### src/rtl/decode_issue_stage_pkg.sv
// Shared RV32I decode definitions: one-hot widths, opcode encodings and bit indices
// used by the decode/issue stage and its register file.
package decode_issue_stage_pkg;

  localparam int ALU_WIDTH       = 14;
  localparam int OPCODE_WIDTH    = 11;
  localparam int EXCEPTION_WIDTH = 3;

  typedef enum logic [6:0] {
    OPC_LOAD   = 7'b0000011,
    OPC_FENCE  = 7'b0001111,
    OPC_ITYPE  = 7'b0010011,
    OPC_AUIPC  = 7'b0010111,
    OPC_STORE  = 7'b0100011,
    OPC_RTYPE  = 7'b0110011,
    OPC_LUI    = 7'b0110111,
    OPC_BRANCH = 7'b1100011,
    OPC_JALR   = 7'b1100111,
    OPC_JAL    = 7'b1101111,
    OPC_SYSTEM = 7'b1110011
  } rv_opcode_e;

  // Bit positions within di_o_opcode
  localparam int OP_LUI    = 0;
  localparam int OP_AUIPC  = 1;
  localparam int OP_JAL    = 2;
  localparam int OP_JALR   = 3;
  localparam int OP_BRANCH = 4;
  localparam int OP_LOAD   = 5;
  localparam int OP_STORE  = 6;
  localparam int OP_ITYPE  = 7;
  localparam int OP_RTYPE  = 8;
  localparam int OP_FENCE  = 9;
  localparam int OP_SYSTEM = 10;

  // Bit positions within di_o_alu
  localparam int ALU_ADD  = 0;
  localparam int ALU_SUB  = 1;
  localparam int ALU_SLL  = 2;
  localparam int ALU_SLT  = 3;
  localparam int ALU_SLTU = 4;
  localparam int ALU_XOR  = 5;
  localparam int ALU_SRL  = 6;
  localparam int ALU_SRA  = 7;
  localparam int ALU_OR   = 8;
  localparam int ALU_AND  = 9;
  localparam int ALU_EQ   = 10;
  localparam int ALU_NE   = 11;
  localparam int ALU_GE   = 12;
  localparam int ALU_GEU  = 13;

  // Bit positions within di_o_exception
  localparam int EXC_EBREAK  = 0;
  localparam int EXC_ECALL   = 1;
  localparam int EXC_ILLEGAL = 2;

endpackage

### src/rtl/decode_issue_stage_regfile_bypass.sv
// Register file with two combinational read ports, one write port, optional
// hard-wired zero register and optional write-back-to-read bypass.
module regfile_bypass #(
  parameter int unsigned DWIDTH   = 32,
  parameter int unsigned AWIDTH   = 5,
  parameter bit          ZERO_REG = 1'b1,
  parameter bit          BYPASS   = 1'b1
) (
  input  logic              clk,
  input  logic              rst,
  input  logic              we,
  input  logic [AWIDTH-1:0] wr_addr,
  input  logic [DWIDTH-1:0] wr_data,
  input  logic [AWIDTH-1:0] rd_addr_a,
  output logic [DWIDTH-1:0] rd_data_a,
  input  logic [AWIDTH-1:0] rd_addr_b,
  output logic [DWIDTH-1:0] rd_data_b
);

  localparam int unsigned NREGS = 2 ** AWIDTH;

  logic [DWIDTH-1:0] mem [NREGS];

  always_ff @(posedge clk) begin
    if (rst) begin
      for (int unsigned i = 0; i < NREGS; i++) mem[i] <= '0;
    end else if (we && !(ZERO_REG && wr_addr == '0)) begin
      mem[wr_addr] <= wr_data;
    end
  end

  assign rd_data_a = (ZERO_REG && rd_addr_a == '0)           ? '0      :
                     (BYPASS && we && wr_addr == rd_addr_a)  ? wr_data :
                                                               mem[rd_addr_a];

  assign rd_data_b = (ZERO_REG && rd_addr_b == '0)           ? '0      :
                     (BYPASS && we && wr_addr == rd_addr_b)  ? wr_data :
                                                               mem[rd_addr_b];

endmodule

### src/rtl/decode_issue_stage.sv
// RV32I decode/issue stage: decodes one instruction per cycle, reads operands,
// detects load-use hazards and registers everything into the ID/EX register.
module decode_issue_stage
  import decode_issue_stage_pkg::*;
#(
  parameter int unsigned DWIDTH      = 32,
  parameter int unsigned AWIDTH      = 5,
  parameter int unsigned PC_WIDTH    = 32,
  parameter int unsigned IWIDTH      = 32,
  parameter int unsigned FUNCT_WIDTH = 3,
  parameter bit          ZERO_REG    = 1'b1,
  parameter bit          BYPASS      = 1'b1,
  parameter bit          INTERLOCK   = 1'b1
) (
  input  logic                       di_clk,
  input  logic                       di_rst,
  input  logic                       di_i_ce,
  input  logic [IWIDTH-1:0]          di_i_instr,
  input  logic [PC_WIDTH-1:0]        di_i_pc,
  input  logic                       di_i_stall,
  input  logic                       di_i_flush,
  input  logic                       di_i_ex_ce,
  input  logic                       di_i_ex_load,
  input  logic [AWIDTH-1:0]          di_i_ex_rd,
  input  logic                       di_i_wb_we,
  input  logic [AWIDTH-1:0]          di_i_wb_rd,
  input  logic [DWIDTH-1:0]          di_i_wb_data,
  output logic                       di_o_ce,
  output logic [PC_WIDTH-1:0]        di_o_pc,
  output logic [AWIDTH-1:0]          di_o_rs1_addr,
  output logic [AWIDTH-1:0]          di_o_rs2_addr,
  output logic [AWIDTH-1:0]          di_o_rd_addr,
  output logic [DWIDTH-1:0]          di_o_rs1_data,
  output logic [DWIDTH-1:0]          di_o_rs2_data,
  output logic [DWIDTH-1:0]          di_o_imm,
  output logic [FUNCT_WIDTH-1:0]     di_o_funct3,
  output logic [ALU_WIDTH-1:0]       di_o_alu,
  output logic [OPCODE_WIDTH-1:0]    di_o_opcode,
  output logic [EXCEPTION_WIDTH-1:0] di_o_exception,
  output logic                       di_o_stall
);

  logic [31:0] ins;
  logic [6:0]  f7;
  logic [2:0]  f3;
  logic [AWIDTH-1:0] rs1_a, rs2_a, rd_a;
  logic [DWIDTH-1:0] rs1_d, rs2_d;
  logic [31:0] imm_i, imm_s, imm_b, imm_u, imm_j, imm32;
  logic [ALU_WIDTH-1:0]       dec_alu;
  logic [OPCODE_WIDTH-1:0]    dec_opc;
  logic [EXCEPTION_WIDTH-1:0] dec_exc;
  logic rs1_used, rs2_used, illegal, hazard;

  assign ins   = 32'(di_i_instr);
  assign f7    = ins[31:25];
  assign f3    = ins[14:12];
  assign rs1_a = AWIDTH'(ins[19:15]);
  assign rs2_a = AWIDTH'(ins[24:20]);
  assign rd_a  = AWIDTH'(ins[11:7]);

  assign imm_i = {{20{ins[31]}}, ins[31:20]};
  assign imm_s = {{20{ins[31]}}, ins[31:25], ins[11:7]};
  assign imm_b = {{19{ins[31]}}, ins[31], ins[7], ins[30:25], ins[11:8], 1'b0};
  assign imm_u = {ins[31:12], 12'b0};
  assign imm_j = {{11{ins[31]}}, ins[31], ins[19:12], ins[20], ins[30:21], 1'b0};

  always_comb begin
    dec_alu  = '0;
    dec_opc  = '0;
    dec_exc  = '0;
    imm32    = '0;
    rs1_used = 1'b0;
    rs2_used = 1'b0;
    illegal  = 1'b0;
    case (ins[6:0])
      OPC_LUI:   begin dec_opc[OP_LUI]   = 1'b1; dec_alu[ALU_ADD] = 1'b1; imm32 = imm_u; end
      OPC_AUIPC: begin dec_opc[OP_AUIPC] = 1'b1; dec_alu[ALU_ADD] = 1'b1; imm32 = imm_u; end
      OPC_JAL:   begin dec_opc[OP_JAL]   = 1'b1; dec_alu[ALU_ADD] = 1'b1; imm32 = imm_j; end
      OPC_JALR: begin
        dec_opc[OP_JALR] = 1'b1; dec_alu[ALU_ADD] = 1'b1; imm32 = imm_i; rs1_used = 1'b1;
        illegal = (f3 != 3'b000);
      end
      OPC_BRANCH: begin
        dec_opc[OP_BRANCH] = 1'b1; imm32 = imm_b; rs1_used = 1'b1; rs2_used = 1'b1;
        case (f3)
          3'b000:  dec_alu[ALU_EQ]   = 1'b1;
          3'b001:  dec_alu[ALU_NE]   = 1'b1;
          3'b100:  dec_alu[ALU_SLT]  = 1'b1;
          3'b101:  dec_alu[ALU_GE]   = 1'b1;
          3'b110:  dec_alu[ALU_SLTU] = 1'b1;
          3'b111:  dec_alu[ALU_GEU]  = 1'b1;
          default: illegal = 1'b1;
        endcase
      end
      OPC_LOAD: begin
        dec_opc[OP_LOAD] = 1'b1; dec_alu[ALU_ADD] = 1'b1; imm32 = imm_i; rs1_used = 1'b1;
        illegal = (f3 == 3'b011) || (f3 == 3'b110) || (f3 == 3'b111);
      end
      OPC_STORE: begin
        dec_opc[OP_STORE] = 1'b1; dec_alu[ALU_ADD] = 1'b1; imm32 = imm_s;
        rs1_used = 1'b1; rs2_used = 1'b1;
        illegal = (f3 > 3'b010);
      end
      OPC_ITYPE: begin
        dec_opc[OP_ITYPE] = 1'b1; imm32 = imm_i; rs1_used = 1'b1;
        case (f3)
          3'b000: dec_alu[ALU_ADD]  = 1'b1;
          3'b010: dec_alu[ALU_SLT]  = 1'b1;
          3'b011: dec_alu[ALU_SLTU] = 1'b1;
          3'b100: dec_alu[ALU_XOR]  = 1'b1;
          3'b110: dec_alu[ALU_OR]   = 1'b1;
          3'b111: dec_alu[ALU_AND]  = 1'b1;
          3'b001: if (f7 == 7'b0000000) dec_alu[ALU_SLL] = 1'b1; else illegal = 1'b1;
          default: begin
            if (f7 == 7'b0000000)      dec_alu[ALU_SRL] = 1'b1;
            else if (f7 == 7'b0100000) dec_alu[ALU_SRA] = 1'b1;
            else                       illegal = 1'b1;
          end
        endcase
      end
      OPC_RTYPE: begin
        dec_opc[OP_RTYPE] = 1'b1; rs1_used = 1'b1; rs2_used = 1'b1;
        if (f7 == 7'b0000000) begin
          case (f3)
            3'b000:  dec_alu[ALU_ADD]  = 1'b1;
            3'b001:  dec_alu[ALU_SLL]  = 1'b1;
            3'b010:  dec_alu[ALU_SLT]  = 1'b1;
            3'b011:  dec_alu[ALU_SLTU] = 1'b1;
            3'b100:  dec_alu[ALU_XOR]  = 1'b1;
            3'b101:  dec_alu[ALU_SRL]  = 1'b1;
            3'b110:  dec_alu[ALU_OR]   = 1'b1;
            default: dec_alu[ALU_AND]  = 1'b1;
          endcase
        end else if (f7 == 7'b0100000 && f3 == 3'b000) dec_alu[ALU_SUB] = 1'b1;
        else if (f7 == 7'b0100000 && f3 == 3'b101)     dec_alu[ALU_SRA] = 1'b1;
        else illegal = 1'b1;
      end
      OPC_FENCE: begin
        dec_opc[OP_FENCE] = 1'b1;
        illegal = (f3[2:1] != 2'b00);
      end
      OPC_SYSTEM: begin
        dec_opc[OP_SYSTEM] = 1'b1;
        if (f3 == 3'b000) begin
          if (ins[31:7] == 25'd0)                    dec_exc[EXC_ECALL]  = 1'b1;
          else if (ins[31:7] == {12'h001, 13'd0})    dec_exc[EXC_EBREAK] = 1'b1;
          else                                       illegal = 1'b1;
        end else if (f3 == 3'b100) begin
          illegal = 1'b1;
        end else begin
          imm32    = {20'd0, ins[31:20]};
          rs1_used = !f3[2];
        end
      end
      default: illegal = 1'b1;
    endcase
    if (illegal) begin
      dec_alu  = '0;
      dec_opc  = '0;
      dec_exc  = '0;
      imm32    = '0;
      rs1_used = 1'b0;
      rs2_used = 1'b0;
      dec_exc[EXC_ILLEGAL] = 1'b1;
    end
  end

  regfile_bypass #(
    .DWIDTH  (DWIDTH),
    .AWIDTH  (AWIDTH),
    .ZERO_REG(ZERO_REG),
    .BYPASS  (BYPASS)
  ) u_regfile (
    .clk      (di_clk),
    .rst      (di_rst),
    .we       (di_i_wb_we),
    .wr_addr  (di_i_wb_rd),
    .wr_data  (di_i_wb_data),
    .rd_addr_a(rs1_a),
    .rd_data_a(rs1_d),
    .rd_addr_b(rs2_a),
    .rd_data_b(rs2_d)
  );

  assign hazard = INTERLOCK && di_i_ce && di_i_ex_ce && di_i_ex_load && (di_i_ex_rd != '0) &&
                  ((rs1_used && rs1_a == di_i_ex_rd) || (rs2_used && rs2_a == di_i_ex_rd));

  assign di_o_stall = !di_rst && !di_i_flush && (di_i_stall || hazard);

  always_ff @(posedge di_clk) begin
    if (di_rst) begin
      di_o_ce        <= 1'b0;
      di_o_pc        <= '0;
      di_o_rs1_addr  <= '0;
      di_o_rs2_addr  <= '0;
      di_o_rd_addr   <= '0;
      di_o_rs1_data  <= '0;
      di_o_rs2_data  <= '0;
      di_o_imm       <= '0;
      di_o_funct3    <= '0;
      di_o_alu       <= '0;
      di_o_opcode    <= '0;
      di_o_exception <= '0;
    end else if (di_i_flush) begin
      di_o_ce <= 1'b0;
    end else if (di_i_stall) begin
      // Held operands must track write-back, or EX would consume stale data after release.
      if (di_i_wb_we && di_i_wb_rd == di_o_rs1_addr && (di_o_rs1_addr != '0 || !ZERO_REG))
        di_o_rs1_data <= di_i_wb_data;
      if (di_i_wb_we && di_i_wb_rd == di_o_rs2_addr && (di_o_rs2_addr != '0 || !ZERO_REG))
        di_o_rs2_data <= di_i_wb_data;
    end else if (hazard) begin
      di_o_ce <= 1'b0;
    end else begin
      di_o_ce        <= di_i_ce;
      di_o_pc        <= di_i_pc;
      di_o_rs1_addr  <= rs1_a;
      di_o_rs2_addr  <= rs2_a;
      di_o_rd_addr   <= rd_a;
      di_o_rs1_data  <= rs1_d;
      di_o_rs2_data  <= rs2_d;
      di_o_imm       <= DWIDTH'($signed(imm32));
      di_o_funct3    <= FUNCT_WIDTH'(f3);
      di_o_alu       <= dec_alu;
      di_o_opcode    <= dec_opc;
      di_o_exception <= dec_exc;
    end
  end

endmodule

### config.mk
export PLATFORM = sky130hd
export DESIGN_NAME = decode_issue_stage
export DESIGN_NICKNAME = d
export VERILOG_FILES = /design/src/rtl/decode_issue_stage_pkg.sv /design/src/rtl/decode_issue_stage_regfile_bypass.sv /design/src/rtl/decode_issue_stage.sv
export SDC_FILE = /design/constraint.sdc
export NUM_CORES = 2
export LEC_CHECK = 0
export CAP_MARGIN = 20
export CORE_ASPECT_RATIO = 0.7
export CORE_MARGIN = 1
export CORE_UTILIZATION = 60
export DETAILED_ROUTE_END_ITERATION = 10
export HOLD_SLACK_MARGIN = 0.05
export PLACE_DENSITY_LB_ADDON = 0.05
export SLEW_MARGIN = 20
export SYNTH_ARGS = -nofsm -noshare
export SYNTH_HDL_FRONTEND = slang
export SYNTH_SLANG_ARGS = --single-unit
### constraint.sdc
create_clock -name di_clk -period 5.6 [get_ports di_clk]
set_clock_uncertainty 0.05 [all_clocks]
set_input_delay 1.4 -clock di_clk [delete_from_list [all_inputs] [get_ports di_clk]]
set_output_delay 1.4 -clock di_clk [all_outputs]
set_load 0.005 [all_outputs]
==> results.yml <==
timing:
  slew_viol_final: 0
  min_period_over_period_pct: 98.0
  worst-slew-pin-transition_ps: 1170
  hold_viol: 0
  finalCriticalPeriod_ps: 5490
  fin_setup_tns_ps: 0
  slew_headroom_pct: 22.0
  max_freq_mhz: 182
  setup-violations-final: 0
  hold_slack_ps: 412
  rsz0062_at_grt: "false"
  fin_ws_ps: 112
synthesis:
  synth_top_area_cell: "edfxtp_1"
  async_reset_ff_share_pct: 0
  yosys-top-cells-area: "edfxtp_1 (49%), mux4_2 (18%), and2_1 (10%)"
  synthMostInstantiatedCell: "edfxtp_1"
  synthFlopType: "edfxtp_1"
  synth_top_area_share_pct: 49.4
  yosysSeqAreaShare_pct: 55.0
  synth.distinct_cells: 70
  yosysWarnings: 0
  syn_area_per_cell_um2: 13.9
  syn_area_um2: 62300
  yosys-top-cells-count: "edfxtp_1 (1,024), and2_1 (1,002), mux4_2 (485), clkbuf_1 (371), mux2i_1 (177)"
  synth_edf_count: 1024
  ys_ff_latch: 1199
  postSynthCellCount: 4474
power:
  combinationalPowerShare_pct: 13.0
  cellPowerDensity_nw_per_um2: 294
  clkPwrFrac_pct: 37.5
  p_seq_share_pct: 49.4
  p_sw_share_pct: 25.6
  vdd_drop_max_mv: 0.281
  internal_power_mw: 15.7
  p_sw_mw: 5.38
  p_leak_nw: 24.8
floorplan:
  die_area_um2: 105000
  core.rowCount: 98
  io-pin-count: 290
  chipHeight_um: 272
  start_util_pct: 60.8
  die_w_um: 387
  core-area_um2: 103000
layout:
  drive_gt1_share_pct: 23.2
  final_cell_area_um2: 71700
  area_growth_pct: 15.1
  nets: 4769
global_route:
  antenna_found_initial: 21
  gr-total-overflow: 0
  grt_max_degree: 118
  grt_pass1_vias: 41500
  grt_usage_pct: 42.0
  grt_pass1_wl_um: 312000
detailed_routing:
  via_per_inst: 7.15
  drt_iter0_drc: 7299
  drt_wl_total_um: 222000
  dr.pass1.iters: 7
  wire_per_inst_um: 36.3
  ant_nets: 0
  drcViolationCount: 0
  vias: 43700
clock_tree:
  cts_buffers: 114
  holdBufCountCts: 0
  clk-insertion-delay-late_ps: 760
  cts-htree-levels: 3
  clk_path_buf_depth: 3
  clockRootBuffer: "clkbuf_16"
  numClockSinks: 1199
  cts.clk_slew.worst_paths_ps: 60
  cts_tree: "built"
placement:
  postPlaceCellArea_um2: 68000
  place.gp.congestion: 0.932
  portBuffers: 289
  place_hpwl_um: 136000
  place_ws_ps: 234
min_path:
  hp-class: "reg2reg"
  min_path_cells: 1
worst_setup_path:
  cp.required_ps: 4150
  cp-start-kind: "input port"
  end_kind: "output pin"
  crit_arrival_ps: 4040
  worstSetupPathType: "in2out"
  r2r.worst_path.cells: 8
  worstPathMaxFanout: 10
job:
  maxCapViolCount: 0
outcome:
  outcome: "complete, no violations"
==> sequential cells by signal (all words and copies together), names as in the netlist, 11 cells and up <==
name	count
u_regfile.mem	1024
di_o_rs1_data	32
di_o_imm	32
di_o_opcode	11
di_o_alu	14
di_o_rs2_data	32
di_o_pc	32
==> cell families after synthesis <==
| kind of cell | share of synthesized area (%) |
|---|---|
| mux | 22.5 |
| simple gates | 13.2 |
| other cells | 0.00602 |
| flops | 55.0 |
| buf+inv | 3.08 |
| compound gates | 5.87 |
| xor+xnor | 0.408 |
==> what timing repair did <==
action / in CTS / in global routing
setup buffers: 0 / 0
resized for setup: 0 / 1
setup endpoints to repair: 0 / 1
==> worst max-delay path, stage by stage <==
cell and delay, ps:
clkdlybuf4s50_1 420, buf_4 180, nor4bb_1 260, buf_4 210, nand2_1 90, a211oi_1 480
nor2_1 120, a31oi_1 340, nor3_1 80, clkdlybuf4s50_1 470
==> layer usage <==
metal / global-route usage [%] / vias to the layer above / routed length [um]
li1: - / 17400 / -
met4: 15.6 / 4 / 9400
met5: 0 / - / 25
met2: 57.3 / 3861 / 91900
met1: 60.3 / 21900 / 82600
met3: 17.3 / 579 / 37900
==> final timing paths <==
check                   startpoint                end  slack [ps]
hold reg to reg        di_o_alu[6]        di_o_alu[6]         410
setup reg to reg  di_o_rs2_addr[4]  di_o_rs2_data[26]        2690
hold / removal         di_o_alu[6]        di_o_alu[6]         410
setup / recovery     di_i_instr[3]         di_o_stall         110
==> power groups by stage <==
stage	combinational, mW	clock (mW)	sequential (mW)
global placement	2.63	0	10.6
floorplan	1.58	0	10.5
CTS	2.66	7.90	10.4
finish	2.74	7.91	10.4
global route	2.81	8.24	10.5
detailed placement	2.65	0	10.6
==> placed cells by master, fill, tap and decap left out, drive strengths merged, types with 7 or more instances in the layout <==
| cell | instances |
|---|---|
| nor4 | 11 |
| xor2 | 19 |
| clkinv | 47 |
| clkdlybuf4s50 | 270 |
| edfxtp | 1024 |
| o211ai | 12 |
| nor3 | 20 |
| dfxtp | 175 |
| diode | 15 |
| nand3 | 35 |
| o31ai | 32 |
| inv | 29 |
| and2 | 1002 |
| clkinvlp | 8 |
| clkbuf | 149 |
| o21ai | 93 |
| nor2 | 160 |
| nand2 | 91 |
| nand3b | 14 |
| o22ai | 89 |
| a21oi | 145 |
| o311ai | 21 |
| a211oi | 23 |
| mux4 | 485 |
| o2bb2ai | 30 |
| mux2i | 177 |
| mux2 | 115 |
| conb | 32 |
| a22o | 17 |
| buf | 233 |
| nand4 | 9 |
| nor2b | 17 |
| xnor2 | 10 |
| bufinv | 10 |
| nand2b | 17 |
| a22oi | 41 |
| a221oi | 8 |
| or2 | 7 |
==> final cells by class <==
| type | instances | area [um^2] |
|---|---|---|
| Antenna cell | 15 | 37.5 |
| Clock buffer | 148 | 3090 |
| Clock inverter | 67 | 634 |
| Fill cell | 7029 | 30800 |
| Inverter | 27 | 106 |
| Multi-Input combinational cell | 2809 | 26900 |
| Sequential cell | 1199 | 34300 |
| Tap cell | 1350 | 1690 |
| Timing Repair Buffer | 504 | 5000 |
==> per-stage QoR <==
| step | util (%) | std cells | total power [mW] |
|---|---|---|---|
| finish | 70.0 | 6119 | 21.1 |
| global route | 69.9 | 6106 | 21.5 |
| CTS | 70.0 | 6103 | 21.0 |
| detailed placement | 66.3 | 5888 | 13.2 |
| global placement | 66.3 | 5888 | 13.2 |
| floorplan | - | 4505 | 12.1 |
No activity file was read; power rests on OpenSTA's default activity.
